<file path="config.mk">
export PLATFORM = sky130hd
export DESIGN_NAME = rr_reg_arbiter
export DESIGN_NICKNAME = d
export VERILOG_FILES = /design/src/rtl/rr_reg_arbiter_pkg.sv /design/src/rtl/rr_reg_arbiter_shared_reg_w.sv /design/src/rtl/rr_reg_arbiter.sv
export SDC_FILE = /design/constraint.sdc
export NUM_CORES = 1
export LEC_CHECK = 0
export ABC_AREA = 1
export ABC_CLOCK_PERIOD_IN_PS = 3040
export BUFFER_PORTS_ARGS = -buffer_cell sky130_fd_sc_hd__buf_2
export CORE_MARGIN = 2
export CORE_UTILIZATION = 40
export DETAILED_ROUTE_END_ITERATION = 16
export PLACE_DENSITY = 0.79
export SETUP_SLACK_MARGIN = 0.05
export SYNTH_ARGS = -nofsm -noshare
export SYNTH_HDL_FRONTEND = slang
export SYNTH_HIERARCHICAL = 1
export SYNTH_SLANG_ARGS = --single-unit
</file>
<file path="constraint.sdc">
create_clock -name clk -period 3.04 [get_ports clk]
set_input_delay 0.152 -clock clk [delete_from_list [all_inputs] [get_ports clk]]
set_output_delay 0.152 -clock clk [all_outputs]
set_load 0.05 [all_outputs]
</file>
<file path="src/rtl/rr_reg_arbiter_pkg.sv">
// Shared definitions for the round-robin register arbiter: FSM state
// encodings and the sizing rule for the owner/pointer fields.
package rr_reg_arbiter_pkg;

    typedef enum logic {
        ST_ARB  = 1'b0,
        ST_LOCK = 1'b1
    } state_t;

    localparam int MIN_OWNER_W = 1;

    function automatic int clog2(input int value);
        int result;
        result = 0;
        while ((1 << result) < value) begin
            result = result + 1;
        end
        return result;
    endfunction

    // A single requester still needs one bit to hold its index.
    function automatic int owner_width(input int n);
        return (clog2(n) < MIN_OWNER_W) ? MIN_OWNER_W : clog2(n);
    endfunction

endpackage

</file>
<file path="src/rtl/rr_reg_arbiter_shared_reg_w.sv">
// W-bit edge-triggered D register with load enable and asynchronous
// active-low reset; drives both true and complemented outputs.
module shared_reg_w
    import rr_reg_arbiter_pkg::*;
#(
    parameter int             W       = 8,
    parameter logic [W-1:0]   RST_VAL = '0
) (
    input  logic         i_clk,
    input  logic         i_rst_n,
    input  logic         i_load,
    input  logic [W-1:0] i_d,
    output logic [W-1:0] o_q,
    output logic [W-1:0] o_qb
);

    logic [W-1:0] r_q;

    always_ff @(posedge i_clk or negedge i_rst_n) begin
        if (!i_rst_n) begin
            r_q <= RST_VAL;
        end else if (i_load) begin
            r_q <= i_d;
        end
    end

    assign o_q  = r_q;
    assign o_qb = ~r_q;

endmodule

</file>
<file path="src/rtl/rr_reg_arbiter.sv">
// Round-robin arbiter sharing one W-bit register among N requesters,
// with an optional per-requester lock that keeps ownership across writes.
module rr_reg_arbiter
    import rr_reg_arbiter_pkg::*;
#(
    parameter int           N       = 4,
    parameter int           W       = 8,
    parameter logic [W-1:0] RST_VAL = '0
) (
    input  logic                                        clk,
    input  logic                                        rst,
    input  logic [N-1:0]                                req,
    input  logic [N-1:0]                                lock,
    input  logic [N*W-1:0]                              wdata,
    output logic [N-1:0]                                gnt,
    output logic                                        ack,
    output logic [rr_reg_arbiter_pkg::owner_width(N)-1:0] owner,
    output logic [W-1:0]                                q,
    output logic [W-1:0]                                qb
);

    localparam int OW = owner_width(N);

    state_t          r_state;
    state_t          w_nextState;
    logic [OW-1:0]   r_ptr;
    logic [OW-1:0]   w_nextPtr;
    logic [OW-1:0]   r_owner;
    logic [OW-1:0]   w_nextOwner;
    logic            r_ack;
    logic            w_nextAck;

    logic            w_lockHit;
    logic [OW-1:0]   w_basePtr;
    logic            w_grantValid;
    logic [OW-1:0]   w_grantIdx;
    logic [OW-1:0]   w_scanIdx;
    int              w_scan;
    logic [W-1:0]    w_selData;

    // Explicit wrap so non-power-of-two N never lands on an unused index.
    function automatic logic [OW-1:0] incWrap(input logic [OW-1:0] idx);
        if (int'(idx) >= N - 1) begin
            return '0;
        end
        return idx + 1'b1;
    endfunction

    // A locked owner that stops requesting releases the lock in the same
    // cycle, so the scan starts just past it with no bubble.
    always_comb begin
        w_lockHit    = (r_state == ST_LOCK) && req[r_owner];
        w_basePtr    = (r_state == ST_LOCK) ? incWrap(r_owner) : r_ptr;
        w_grantValid = 1'b0;
        w_grantIdx   = '0;
        w_scan       = 0;
        w_scanIdx    = '0;
        if (w_lockHit) begin
            w_grantValid = 1'b1;
            w_grantIdx   = r_owner;
        end else begin
            for (int k = 0; k < N; k++) begin
                w_scan = int'(w_basePtr) + k;
                if (w_scan >= N) begin
                    w_scan = w_scan - N;
                end
                w_scanIdx = OW'(w_scan);
                if (!w_grantValid && req[w_scanIdx]) begin
                    w_grantValid = 1'b1;
                    w_grantIdx   = w_scanIdx;
                end
            end
        end
    end

    always_comb begin
        gnt       = '0;
        w_selData = '0;
        for (int i = 0; i < N; i++) begin
            if (w_grantIdx == OW'(i)) begin
                w_selData = wdata[i*W +: W];
                gnt[i]    = rst && w_grantValid;
            end
        end
    end

    always_comb begin
        w_nextState = r_state;
        w_nextPtr   = r_ptr;
        w_nextOwner = r_owner;
        w_nextAck   = 1'b0;
        if (w_grantValid) begin
            w_nextAck   = 1'b1;
            w_nextOwner = w_grantIdx;
            if (lock[w_grantIdx]) begin
                w_nextState = ST_LOCK;
                w_nextPtr   = w_basePtr;
            end else begin
                w_nextState = ST_ARB;
                w_nextPtr   = incWrap(w_grantIdx);
            end
        end else begin
            w_nextState = ST_ARB;
            w_nextPtr   = w_basePtr;
        end
    end

    always_ff @(posedge clk or negedge rst) begin
        if (!rst) begin
            r_state <= ST_ARB;
            r_ptr   <= '0;
            r_owner <= '0;
            r_ack   <= 1'b0;
        end else begin
            r_state <= w_nextState;
            r_ptr   <= w_nextPtr;
            r_owner <= w_nextOwner;
            r_ack   <= w_nextAck;
        end
    end

    shared_reg_w #(
        .W       (W),
        .RST_VAL (RST_VAL)
    ) u_reg (
        .i_clk   (clk),
        .i_rst_n (rst),
        .i_load  (w_grantValid),
        .i_d     (w_selData),
        .o_q     (q),
        .o_qb    (qb)
    );

    assign ack   = r_ack;
    assign owner = r_owner;

endmodule

</file>
# == Yosys cells after proc, flatten, opt, wreduce, memory -nomap -nowiden ==
# Index checks and enable logic that the tools add are counted.
# op_classes
n_addsub,9
multipliers,0
n_div,0
n_lt_le_gt_ge,12
eq_ne,3
shifts,0
muxes,55
n_bitwise,1
n_reduce_logical,9
# ops
op,count
$mux 2,20
$mux 8,4
$mux 1,25
$lt 2x3->1 const B,6
$bmux 1 s2,6
$ge 3x3->1 const B,3
$not 8->8,1
$sub 2x1->2 const B,4
$add 2x2->3 const B,2
$logic_and 1x1->1,5
$add 2x1->2 const B,2
$eq 2x2->1 const B,2
$ge 2x2->1 const B,2
$add 2x1->3 const B,1
$ge 2x3->1 const B,1
$logic_not 1->1,3
$eq 2x1->1 const B,1
$logic_not 2->1,1
# word_totals
reg_bits,14
latchBits,0
mem_bits_rw,0
mem_bits_ro,0
out_inout_bits,23
mem_count,0

# == Longest topological paths before layout ==
# logic_depth
ltp_word,30
ltp_mapped,21
ltp_nobuf,20

# == Hierarchy ==
# The synthesis kept the hierarchy.
# modules_own_cells
module,n_inst,cells_per_inst,area_per_inst_um2,seq_area_each_um2
rr_reg_arbiter,1,180,1049.8,150.1
shared_reg_w,1,42,335.3,200.2

# == Worst setup path before layout ==
# Ideal clock, no wire load.
# synth_path
path_kind,flip-flop to output port
startpoint,"reg r_owner[0], in the netlist owner[0]"
endpoint,out gnt[3]
arrival_ps,3201
slack_ps,-313
stages_incl_launch_ff,17
n_path_buf,3
path_cell_list,dfrtp_1 nand2_1 o21ai_2 buf_6 nand3_1 nand3_1 nand2_2 nand3_2 nor2_4 nor2_4 nand2_4 inv_1 ha_1 clkbuf_1 buf_1 inv_1 nor2_1
# synth_via
elab_chain_len,25
elab_cells_between_ends,57
# synth_rtl
element,line,source
start: declaration,rr_reg_arbiter.sv:28,logic [OW-1:0] r_owner;
start signal: assignment,rr_reg_arbiter.sv:117,r_owner <= w_nextOwner;
$ge 2x2->1,rr_reg_arbiter.sv:43,if (int'(idx) >= N - 1) begin
$mux 1,rr_reg_arbiter.sv:43,
$mux 2,rr_reg_arbiter.sv:46,return idx + 1'b1;
$mux 2,rr_reg_arbiter.sv:53,w_basePtr = (r_state == ST_LOCK) ? incWrap(r_owner) : r_ptr;
$ge 2x3->1 / $sub 2x1->2 (equally long branches),"rr_reg_arbiter.sv:64, rr_reg_arbiter.sv:65",
$mux 2,rr_reg_arbiter.sv:64,if (w_scan >= N) begin
$mux 2,rr_reg_arbiter.sv:58,if (w_lockHit) begin
$bmux 1 s2,rr_reg_arbiter.sv:68,if (!w_grantValid && req[w_scanIdx]) begin
[... 10 more ...],-,
$mux 1,rr_reg_arbiter.sv:58,
$logic_not 1->1,rr_reg_arbiter.sv:68,
$logic_and 1x1->1,rr_reg_arbiter.sv:68,
$mux 2,rr_reg_arbiter.sv:68,
$mux 2 (*),rr_reg_arbiter.sv:58,
via w_grantIdx[0],rr_reg_arbiter.sv:36,logic [OW-1:0] w_grantIdx;
$eq 2x2->1 (*),rr_reg_arbiter.sv:80,if (w_grantIdx == OW'(i)) begin
$mux 1 (*),rr_reg_arbiter.sv:80,
end: declaration,rr_reg_arbiter.sv:15,"output logic [N-1:0] gnt,"
# The timed path passes the listed nets; every way through them passes the cells marked *. The select of a mux whose other input is x is not followed.

# == Final worst setup path ==
# layout_path
startpoint,"reg r_owner[0], in the netlist owner[0]"
endpoint,out gnt[2]
# Same word-level chain as after synthesis.

==> results.json <==
{
  "start_util_pct": 41.51,
  "rr_endpoint": "u_reg/o_q[1]$_DFFE_PN0P_",
  "hold_viol_final": 0,
  "routed-via-count": 1708,
  "synth.lib_cells_used.distinct": 27,
  "synthesis.nets": 268,
  "finalSetupViolations": 0,
  "die_h_um": 62.85,
  "hold_path_depth": 5,
  "crit_path_cell_trace": "inv_2, nand2_1, nand2_2, nand2_2, nand2_4, nand2_1, o21ai_4, inv_1, a21oi_1, nand2_1, nand2_1, nand2_1, nand2_1, ha_2, clkinv_2, nor2_4, clkbuf_4",
  "cell_area_after_synthesis_um2": 1385,
  "antenna_cells": 0,
  "max_slew_margin_pct": 76.73,
  "design.core.area_um2": 3337,
  "worst-path-buf-inv": 4,
  "slew_violations": 0,
  "hold-path-endpoint": "u_reg/o_q[7]$_DFFE_PN0P_",
  "timing.reg2reg.worst_path_depth": 18,
  "cp_data_required_time_ns": 2.89,
  "numClockSinks": 14,
  "unrepaired_setup_endpoints_after_global_routing": "yes",
  "kind_of_critical_path": "reg -> out",
  "fin_skew_ns": 0.001501,
  "grt_pass1_wl_um": 6051,
  "status": "finished, final reports clean",
  "grt_usage_pct": 18.68,
  "async_flop_share_pct": 100.0,
  "route.detailed.drc": 0,
  "antenna_found_initial": 0,
  "r2r-start": "r_state$_DFF_PN0_",
  "ys_seq_area_share_pct": 25.29,
  "worst_path_largest_cell_delay_ns": 0.47,
  "io_pins": 65,
  "cpMaxStageDelayCell": "sky130_fd_sc_hd__dfrtp_2",
  "ys_dominant_reg_cell": "sky130_fd_sc_hd__dfrtp_1",
  "wirelength_um": 4024,
  "finalWeightedCongestion": 0.8892,
  "placement.io_buffers": 64,
  "arr_time_crit_path_ns": 2.72,
  "filler_cell_count": 312,
  "holdCritPathClass": "in -> reg",
  "reg2reg_setup_slack_ns": 0.21,
  "grt_start_max_net_pins": 17,
  "drive_above_1_share_pct": 42.28,
  "path_common_cell": "sky130_fd_sc_hd__nand2_1",
  "routed_via_density": 4.965,
  "maxCapViolations": 0,
  "most_frequent_standard_cell_in_the_layout_excluding_fill_and_tap_cells": "sky130_fd_sc_hd__nand2_1",
  "most-common-layout-cells": "sky130_fd_sc_hd__nand2_1 (76), sky130_fd_sc_hd__buf_2 (61), sky130_fd_sc_hd__inv_1 (24)",
  "num-nets-final": 345,
  "yosys_warnings": 6,
  "die_area_um2": 3949,
  "layout_overhead_on_the_synthesized_area_pct": 43.27,
  "fp-row-count": 21,
  "number_of_enable_flip_flop_cells_after_synthesis": 0,
  "clock_tree.htree_level_count": 1,
  "worst_setup_hold_path_clk_slew_ns": 0.08,
  "final.min_clock_period_ns": 2.870,
  "ant_nets": 0,
  "synthesis.instances": 222,
  "drt_pass1_iterations": 4,
  "tritoncts": "yes",
  "cts.root.buffer_cell": "sky130_fd_sc_hd__clkbuf_4",
  "worst-slew-pin-transition_ns": 0.3491,
  "drt-wirelength-per-cell_um": 11.70,
  "first_iter_violations": 81,
  "globalRouteOverflowTotal": 0,
  "cts_inserted_buffers": 3,
  "worstPathMaxFanout": 9,
  "timing.fmax_ghz": 0.3484,
  "grt_pass1_vias": 1432,
  "cts_buffer_depth": 2,
  "end_kind": "output pin",
  "syn-mean-instance-area_um2": 6.239,
  "period_utilisation_layout_pct": 94.40,
  "worst_hold_startpoint": "wdata[31]",
  "die_w_um": 62.85,
  "tns_ns": 0,
  "start_kind": "flip-flop",
  "dp.final_hpwl_um": 2931,
  "worstSkewPairLatency_ns": 0.28,
  "ys_seq_elements": 14,
  "path_delay_family": "simple AND/OR/NAND/NOR gates"
}
routing by layer:
layer / share of wire (%) / GRT usage (%) / wire (µm)
met2: 49 / 30.65 / 1967
met5: 0 / 0 / 0
met3: 5.5 / 2.342 / 220
met4: 0.27 / 5.278 / 11
met1: 45 / 25.75 / 1824
flip-flops by register name, summed over array words and instances, names as in the netlist:
register / count
u_reg/o_q: 8
ack: 1
owner: 2
r_state: 1
r_ptr: 2
cells in the mapped netlist, types with 3 or more instances:
master / count / area share (%)
sky130_fd_sc_hd__a21oi_1: 3 / 1.1
sky130_fd_sc_hd__a221oi_1: 8 / 5.1
sky130_fd_sc_hd__clkbuf_1: 3 / 0.81
sky130_fd_sc_hd__dfrtp_1: 14 / 25
sky130_fd_sc_hd__ha_1: 4 / 3.6
sky130_fd_sc_hd__inv_1: 26 / 7.0
sky130_fd_sc_hd__nand2_1: 85 / 23
sky130_fd_sc_hd__nand2_2: 4 / 1.8
sky130_fd_sc_hd__nand3_1: 21 / 7.6
sky130_fd_sc_hd__nor2_1: 17 / 4.6
sky130_fd_sc_hd__o21ai_0: 9 / 3.3
sky130_fd_sc_hd__o31ai_1: 8 / 4.3
cell type report:
type	instances	area [µm²]	share of cell area, %
tap	46	57.56	2.900
multi-input combinational	174	991.0	49.94
inverter	29	113.9	5.738
timing repair buffer	77	431.7	21.75
sequential	14	354.1	17.84
clock buffer	4	36.28	1.829
worst max-delay path by stage:
stage | start | endpoint | cells after the start
floorplan | owner[1]$_DFFE_PN0N_ | u_reg/o_q[6]$_DFFE_PN0P_ | 19
finish | owner[0]$_DFFE_PN0N_ | gnt[2] | 17
detailed placement | r_state$_DFF_PN0_ | u_reg/o_q[1]$_DFFE_PN0P_ | 17
global route | owner[0]$_DFFE_PN0N_ | gnt[3] | 17
global placement | r_state$_DFF_PN0_ | u_reg/o_q[1]$_DFFE_PN0P_ | 17
CTS | owner[0]$_DFFE_PN0N_ | gnt[0] | 14
kinds of logic after synthesis:
family | after synthesis | synth area share [%]
buffers and inverters | 35 | 10.57
DFF | 14 | 25.29
and+or+nand+nor | 136 | 43.45
adders and majority gates | 4 | 3.614
AOI/OAI and AO/OA | 33 | 17.07
per-stage QoR:
stage               hold WS, ns  instances  setup slack, ns  area (µm²)  utilization, %
floorplan               -0.1436        222           0.1492        1405               -
global placement        0.06120        331           0.1126        1783           53.43
detailed placement      0.06636        331          0.04648        1783           53.43
CTS                      0.1717        336          0.08059        1846           55.31
global route             0.2018        344         -0.04120        1984           59.47
finish                   0.1802        344           0.1701        1984           59.47
tightest hold or removal path, cell delays in order:
cell and delay [ns]:
sky130_fd_sc_hd__buf_2 0.08, sky130_fd_sc_hd__nand2_1 0.04, sky130_fd_sc_hd__o31ai_1 0.05, sky130_fd_sc_hd__nand2_1 0.05, sky130_fd_sc_hd__nand2_1 0.06
timing repair:
action	in CTS	in global routing
setup endpoints to repair	5	12
pin swaps	1	9
hold buffers	1	0
hold endpoints to repair	14	0
cloned	0	1
buffers inserted	0	7
resized for setup	6	25
Power is left out: the tool's default activity adds up to more than one toggle a clock period on the data nets, which glitch-free logic cannot reach.
